$ cat src/rtl/instr_sequencer_pkg.sv
// -----------------------------------------------------------------------------
// instr_sequencer_pkg
//   Shared definitions for the instruction sequencer:
//     seq_state_t  - sequencer FSM state encoding
//     HALT_INSTR   - the 9-bit opcode that stops the program
//     seq_is_busy  - true for the states that belong to a running instruction
// -----------------------------------------------------------------------------
package instr_sequencer_pkg;

    typedef enum logic [2:0] {
        S_IDLE  = 3'd0,
        S_CLEAR = 3'd1,
        S_FETCH = 3'd2,
        S_EXEC  = 3'd3,
        S_MEM   = 3'd4,
        S_WB    = 3'd5,
        S_HALT  = 3'd6,
        S_ERR   = 3'd7
    } seq_state_t;

    localparam logic [8:0] HALT_INSTR = 9'h1FF;

    // CLEAR through WB are the "program running" states; IDLE, HALT and ERR
    // are the resting states in which start is accepted.
    function automatic logic seq_is_busy(input seq_state_t s);
        return (s == S_CLEAR) || (s == S_FETCH) || (s == S_EXEC) ||
               (s == S_MEM)   || (s == S_WB);
    endfunction

endpackage

$ cat src/rtl/instr_sequencer_sat_counter.sv
// -----------------------------------------------------------------------------
// sat_counter
//   Enable/clear counter that sticks at all-ones instead of wrapping.
//   Clear has priority over enable.
//
// Parameters
//   W       counter width
// Ports
//   clk_i   in   1   clock, rising edge
//   rst_ni  in   1   asynchronous active-low reset (count -> 0)
//   clr_i   in   1   synchronous clear
//   en_i    in   1   count enable
//   q_o     out  W   current count
// -----------------------------------------------------------------------------
module sat_counter #(
    parameter int W = 16
) (
    input  logic         clk_i,
    input  logic         rst_ni,
    input  logic         clr_i,
    input  logic         en_i,
    output logic [W-1:0] q_o
);

    logic [W-1:0] cnt_q;
    logic [W-1:0] cnt_d;

    always_comb begin
        cnt_d = cnt_q;
        if (clr_i) begin
            cnt_d = '0;
        end else if (en_i && (cnt_q != {W{1'b1}})) begin
            cnt_d = cnt_q + W'(1);
        end
    end

    always_ff @(posedge clk_i or negedge rst_ni) begin
        if (!rst_ni) begin
            cnt_q <= '0;
        end else begin
            cnt_q <= cnt_d;
        end
    end

    assign q_o = cnt_q;

endmodule

$ cat src/rtl/instr_sequencer.sv
// -----------------------------------------------------------------------------
// instr_sequencer
//   Multi-cycle sequencer that walks one 9-bit instruction at a time through
//   FETCH, EXEC, optional MEM and WB.  It turns the combinational decoder
//   strobes into one-cycle-qualified strobes for the PC, instruction
//   register, data memory and register file, and owns start/halt.
//
// Optional feature (macro SEQ_MEM_TIMEOUT_EN):
//   When defined, a MEM phase that waits MEM_TIMEOUT consecutive cycles
//   without mem_ack moves the sequencer to ERR (mem_err=1, halt=1).  ERR is
//   left only through start or reset.  MEM_TIMEOUT exists only in this build.
//   When undefined, MEM waits forever and mem_err is tied to 0.
//
// Parameters
//   CNT_W           width of cycle_count / retire_count
//   MEM_TIMEOUT     MEM cycles without ack before ERR (macro build only)
// Ports
//   CLK             in   1      clock, rising edge
//   RESET_N         in   1      asynchronous active-low reset
//   start           in   1      begin program at PC 0 (IDLE/HALT/ERR only)
//   instruction     in   9      current IR contents
//   dec_mem_read    in   1      decoder: load
//   dec_mem_write   in   1      decoder: store
//   dec_branch_en   in   1      decoder: branch taken
//   dec_reg_wr_en   in   1      decoder: regfile write
//   dec_flag_write  in   1      decoder: compare-flag write
//   dec_ovf_write   in   1      decoder: overflow write
//   mem_ack         in   1      data memory done (MEM only)
//   pc_clr          out  1      clear PC
//   ir_load         out  1      latch ROM word into IR
//   pc_en           out  1      advance PC
//   pc_branch       out  1      take branch target when pc_en
//   mem_req         out  1      data memory request, held until ack
//   mem_we          out  1      request is a store
//   reg_wr_strobe   out  1      regfile write
//   flag_wr_strobe  out  1      flag register write
//   ovf_wr_strobe   out  1      overflow register write
//   busy            out  1      running (CLEAR..WB)
//   halt            out  1      program finished (HALT or ERR)
//   mem_err         out  1      memory timeout, sticky until start/reset
//   cycle_count     out  CNT_W  busy cycles since last start, saturating
//   retire_count    out  CNT_W  retired instructions, saturating
//   dbg_state_o     out  3      current FSM state (seq_state_t encoding)
// -----------------------------------------------------------------------------
module instr_sequencer
    import instr_sequencer_pkg::*;
#(
    parameter int CNT_W = 16
`ifdef SEQ_MEM_TIMEOUT_EN
    ,
    parameter int MEM_TIMEOUT = 15
`endif
) (
    input  logic             CLK,
    input  logic             RESET_N,
    input  logic             start,
    input  logic [8:0]       instruction,
    input  logic             dec_mem_read,
    input  logic             dec_mem_write,
    input  logic             dec_branch_en,
    input  logic             dec_reg_wr_en,
    input  logic             dec_flag_write,
    input  logic             dec_ovf_write,
    input  logic             mem_ack,
    output logic             pc_clr,
    output logic             ir_load,
    output logic             pc_en,
    output logic             pc_branch,
    output logic             mem_req,
    output logic             mem_we,
    output logic             reg_wr_strobe,
    output logic             flag_wr_strobe,
    output logic             ovf_wr_strobe,
    output logic             busy,
    output logic             halt,
    output logic             mem_err,
    output logic [CNT_W-1:0] cycle_count,
    output logic [CNT_W-1:0] retire_count,
    output logic [2:0]       dbg_state_o
);

    // Handshake with data memory: mem_req rises on entry to MEM and stays
    // high (with mem_we stable) every MEM cycle until the cycle in which
    // mem_ack is seen high; that cycle completes the access and the request
    // drops in the following WB cycle.  mem_ack in any other state is ignored.

    seq_state_t state_q;
    seq_state_t state_d;

    logic       timeout_hit;

`ifdef SEQ_MEM_TIMEOUT_EN
    localparam int TO_W = $clog2(MEM_TIMEOUT + 1);

    // Counts MEM cycles already spent without ack; restarts whenever the
    // sequencer is outside MEM.
    logic [TO_W-1:0] to_cnt_q;
    logic [TO_W-1:0] to_cnt_d;

    always_comb begin
        to_cnt_d    = '0;
        timeout_hit = 1'b0;
        if ((state_q == S_MEM) && !mem_ack) begin
            to_cnt_d    = to_cnt_q + TO_W'(1);
            timeout_hit = (to_cnt_q == TO_W'(MEM_TIMEOUT - 1));
        end
    end

    always_ff @(posedge CLK or negedge RESET_N) begin
        if (!RESET_N) begin
            to_cnt_q <= '0;
        end else begin
            to_cnt_q <= to_cnt_d;
        end
    end
`else
    assign timeout_hit = 1'b0;
`endif

    // ---------------------------------------------------------------------
    // State register
    // ---------------------------------------------------------------------
    always_ff @(posedge CLK or negedge RESET_N) begin
        if (!RESET_N) begin
            state_q <= S_IDLE;
        end else begin
            state_q <= state_d;
        end
    end

    // ---------------------------------------------------------------------
    // Next-state logic
    // ---------------------------------------------------------------------
    always_comb begin
        state_d = state_q;
        unique case (state_q)
            S_IDLE, S_HALT, S_ERR: begin
                if (start) begin
                    state_d = S_CLEAR;
                end
            end
            S_CLEAR: state_d = S_FETCH;
            S_FETCH: state_d = S_EXEC;
            S_EXEC: begin
                // HALT takes priority over any decoder strobes it may carry.
                if (instruction == HALT_INSTR) begin
                    state_d = S_HALT;
                end else if (dec_mem_read || dec_mem_write) begin
                    state_d = S_MEM;
                end else begin
                    state_d = S_WB;
                end
            end
            S_MEM: begin
                if (mem_ack) begin
                    state_d = S_WB;
                end else if (timeout_hit) begin
                    state_d = S_ERR;
                end
            end
            S_WB:    state_d = S_FETCH;
            default: state_d = S_IDLE;
        endcase
    end

    // ---------------------------------------------------------------------
    // Moore output decode (dec_* only gate strobes within their own state)
    // ---------------------------------------------------------------------
    always_comb begin
        pc_clr         = 1'b0;
        ir_load        = 1'b0;
        pc_en          = 1'b0;
        pc_branch      = 1'b0;
        mem_req        = 1'b0;
        mem_we         = 1'b0;
        reg_wr_strobe  = 1'b0;
        flag_wr_strobe = 1'b0;
        ovf_wr_strobe  = 1'b0;
        unique case (state_q)
            S_CLEAR: pc_clr  = 1'b1;
            S_FETCH: ir_load = 1'b1;
            S_MEM: begin
                mem_req = 1'b1;
                // A store wins if the decoder flags both read and write.
                mem_we  = dec_mem_write;
            end
            S_WB: begin
                pc_en          = 1'b1;
                pc_branch      = dec_branch_en;
                reg_wr_strobe  = dec_reg_wr_en;
                flag_wr_strobe = dec_flag_write;
                ovf_wr_strobe  = dec_ovf_write;
            end
            default: ;
        endcase
    end

    assign busy = seq_is_busy(state_q);
    assign halt = (state_q == S_HALT) || (state_q == S_ERR);

`ifdef SEQ_MEM_TIMEOUT_EN
    assign mem_err = (state_q == S_ERR);
`else
    assign mem_err = 1'b0;
`endif

    assign dbg_state_o = state_q;

    // ---------------------------------------------------------------------
    // Statistics counters.  CLEAR zeroes both (clear beats enable), so the
    // cycle count starts from the first FETCH of a fresh run.
    // ---------------------------------------------------------------------
    logic cnt_clr;
    logic cyc_en;
    logic ret_en;

    assign cnt_clr = (state_q == S_CLEAR);
    assign cyc_en  = busy;
    assign ret_en  = (state_q == S_WB);

    sat_counter #(
        .W (CNT_W)
    ) u_cycle_cnt (
        .clk_i  (CLK),
        .rst_ni (RESET_N),
        .clr_i  (cnt_clr),
        .en_i   (cyc_en),
        .q_o    (cycle_count)
    );

    sat_counter #(
        .W (CNT_W)
    ) u_retire_cnt (
        .clk_i  (CLK),
        .rst_ni (RESET_N),
        .clr_i  (cnt_clr),
        .en_i   (ret_en),
        .q_o    (retire_count)
    );

endmodule

$ cat config.mk
export PLATFORM = sky130hd
export DESIGN_NAME = instr_sequencer
export DESIGN_NICKNAME = d
export VERILOG_FILES = /design/src/rtl/instr_sequencer_pkg.sv /design/src/rtl/instr_sequencer_sat_counter.sv /design/src/rtl/instr_sequencer.sv
export SDC_FILE = /design/constraint.sdc
export NUM_CORES = 1
export LEC_CHECK = 0
export CAP_MARGIN = 15
export CELL_PAD_IN_SITES_DETAIL_PLACEMENT = 0
export CELL_PAD_IN_SITES_GLOBAL_PLACEMENT = 1
export CORE_AREA = 2 2 79 81
export DETAILED_ROUTE_END_ITERATION = 10
export DIE_AREA = 0 0 81 83
export GPL_TIMING_DRIVEN = 0
export PLACE_DENSITY_LB_ADDON = 0.1
export SLEW_MARGIN = 0
export SYNTH_ARGS = -nofsm -noshare
export SYNTH_HDL_FRONTEND = slang
export SYNTH_SLANG_ARGS = --single-unit
$ cat constraint.sdc
create_clock -name CLK -period 5.7 [get_ports CLK]
set_clock_uncertainty 0.2 [all_clocks]
set_input_delay 1.71 -clock CLK [delete_from_list [all_inputs] [get_ports CLK]]
set_output_delay 1.71 -clock CLK [all_outputs]
set_load 0.1 [all_outputs]
==> qor.yml <==
hold_buffers: 0
clkTransAtPathRegs_ns: 0.07
switching_share_pct: 56.6
setup_tns_ns: 0
coreArea_sq_um: 5820
cts_tree: "built"
grt_max_degree: 36
ys_types: 49
drt-pass1-iter-count: 4
ys_seq_area_share_pct: 40.5
status: "finished, final reports clean"
layout_min_cycle_time_ns: 5.32
vias_per_cell: 5.66
grt_usage_pct: 18.5
cts_root_buffer: "clkbuf_8"
wl_mm: 5.79
post-place-cells: 370
cp_max_fo: 2
max_freq_mhz: 188
fp.dieH_microns: 83
area_delta_synth_final_pct: 37.3
synth_seq_cells: 35
nFillCells: 597
arrival_ns: 3.41
yosysTopAreaCell: "dfrtp_1"
slew_violations: 0
cts_buffer_depth: 2
drive_gt1_share_pct: 9.63
syn_nets: 252
crit_type: "primary input to output pin"
clk-insertion-delay-late_ns: 0.29
period_share_pct: 93.4
globalplace.congestion: 0.802
cellLeakagePower_uw: 0.00115
ant_nets: 0
fin_util_pct: 51.0
min_from: "u_retire_cnt.q_o[11]"
grt_pass1_vias: 2043
rsz0062_at_grt: "no"
end_kind: "output pin"
p_int_uw: 578
worst_pin_slew_ns: 0.979
p_seq_share_pct: 24.1
placementRows: 28
drc_errors: 0
power.switching_uw: 752
cts_resized: 0
port-buffer-count: 64
post_cts_buffers: 0
synth_async_sr_flop_share_pct: 100
num_io_pins: 66
dp_hpwl_mm: 4.22
max_cap_violations: 0
syn_inst: 231
initial_core_util_pct: 37.2
hold_depth: 1
powerDensity_nw_per_um2: 448
die_w_microns: 81
hold_path_end: "u_retire_cnt.q_o[11]"
start_kind: "primary input"
clock_power_share_pct: 12.7
antenna_cells: 0
numCtsBuffers: 5
synth_edf_count: 0
r2r_start: "u_cycle_cnt.q_o[1]"
grt-ovfl-total: 0
synth_flop_cell: "dfrtp_1"
irDropWorstVdd_mv: 0.356
yosysMostFrequentCell: "dfrtp_1"
setup-violations-final: 0
nets: 323
grt_pass1_wl_mm: 9.85
num_vias: 2127
synthTopCellsByCount: "35 x dfrtp_1, 21 x nand2_1, 20 x a21oi_1, 14 x o31ai_1, 12 x nand3_1"
synth_area_leaders: "dfrtp_1 41%, o31ai_1 4.9%, a21oi_1 4.6%"
slew_headroom_pct: 34.5
die_area_sq_um: 6720
synth_area_per_cell_sq_um: 9.35
yosysWarnings: 0
final_cell_count_no_fill: 376
hold_viol_final: 0
r2r-end: "u_cycle_cnt.q_o[5]"
drt_iter0_markers: 110
antenna_found_initial: 0
wl_per_cell_microns: 15.4
hp-class: "register to register"
syn_area_sq_um: 2160
reg2reg_depth: 6
htree_levels: 2
p_comb_share_pct: 63.2
r2r_slack_ns: 3.58
synth_top_area_share_pct: 40.5
cts_sinks: 35
cp.required_ns: 3.79
## layer usage
metal / vias up / wire length, microns / global-route usage (%) / share of wire (%)
li1: 1046 / - / - / -
met1: 995 / 2790 / 26.1 / 48
met2: 81 / 2570 / 28.0 / 44
met3: 5 / 351 / 4.24 / 6.1
met4: 0 / 70 / 5.24 / 1.2
met5: - / 0 / 0 / 0
## state kept, by name, summed over array words and instances (netlist names)
signal and flops:
u_retire_cnt.q_o 16, u_cycle_cnt.q_o 16, dbg_state_o 3
## power groups by stage
stage | sequential, uW | combinational, uW | clock [uW]
floorplan | 542 | 424 | 0
global placement | 325 | 840 | 0
detailed placement | 325 | 845 | 0
CTS | 320 | 847 | 178
global route | 327 | 889 | 186
finish | 320 | 840 | 170
## per-stage QoR
stage          setup WS [ns]  area [sq um]  power, uW  hold WS, ns
2_1_floorplan          0.326          2170        966        0.796
3_3_place_gp           0.372          2900       1170        0.327
3_5_place_dp           0.367          2900       1170        0.332
4_1_cts                0.364          2970       1350        0.342
5_1_grt                0.306          2970       1400        0.379
6_report               0.376          2970       1330        0.339
## worst max-delay path, stage by stage
cell	delay [ns]
clkdlybuf4s50_1	0.46
and2_1	0.11
clkdlybuf4s50_1	1.13
## area by class of cell
class                           instances  area (sq um)  area share [%]
Timing Repair Buffer                   64           636            21.4
Inverter                               10          37.5            1.26
Buffer                                 10          91.3            3.08
Clock buffer                            6          72.6            2.45
Tap cell                               75          93.8            3.16
Multi-Input combinational cell        176          1160            39.1
Sequential cell                        35           876            29.5
## placed cells by master, fill, tap and decap left out, types with 8 or more instances in the layout
cell type,synthesis,layout
a21oi_1,20,20
clkbuf_8,3,8
clkdlybuf4s50_1,0,63
dfrtp_1,35,35
inv_1,8,8
nand2_1,21,21
nand3_1,12,12
nand4_1,10,10
nor2_1,9,9
o21ai_0,8,8
o31ai_1,14,14
or4_1,10,10
## worst max-delay path by stage
stage                        start             end
finish               dec_mem_write          mem_we
global route         dec_mem_write          mem_we
CTS                 dec_flag_write  flag_wr_strobe
detailed placement  dec_flag_write  flag_wr_strobe
global placement     dec_mem_write          mem_we
floorplan           dbg_state_o[1]         ir_load
## kinds of logic (layout without fill, tap and decap cells)
group	Yosys count	after routing	synth area share (%)
simple gates	106	106	30.7
compound gates	61	61	18.6
flops	35	35	40.5
buf+inv	20	90	5.96
mux	6	6	2.78
fa+ha+maj	2	2	1.16
other cells	1	1	0.174
No activity file was read; power rests on OpenSTA's default activity.
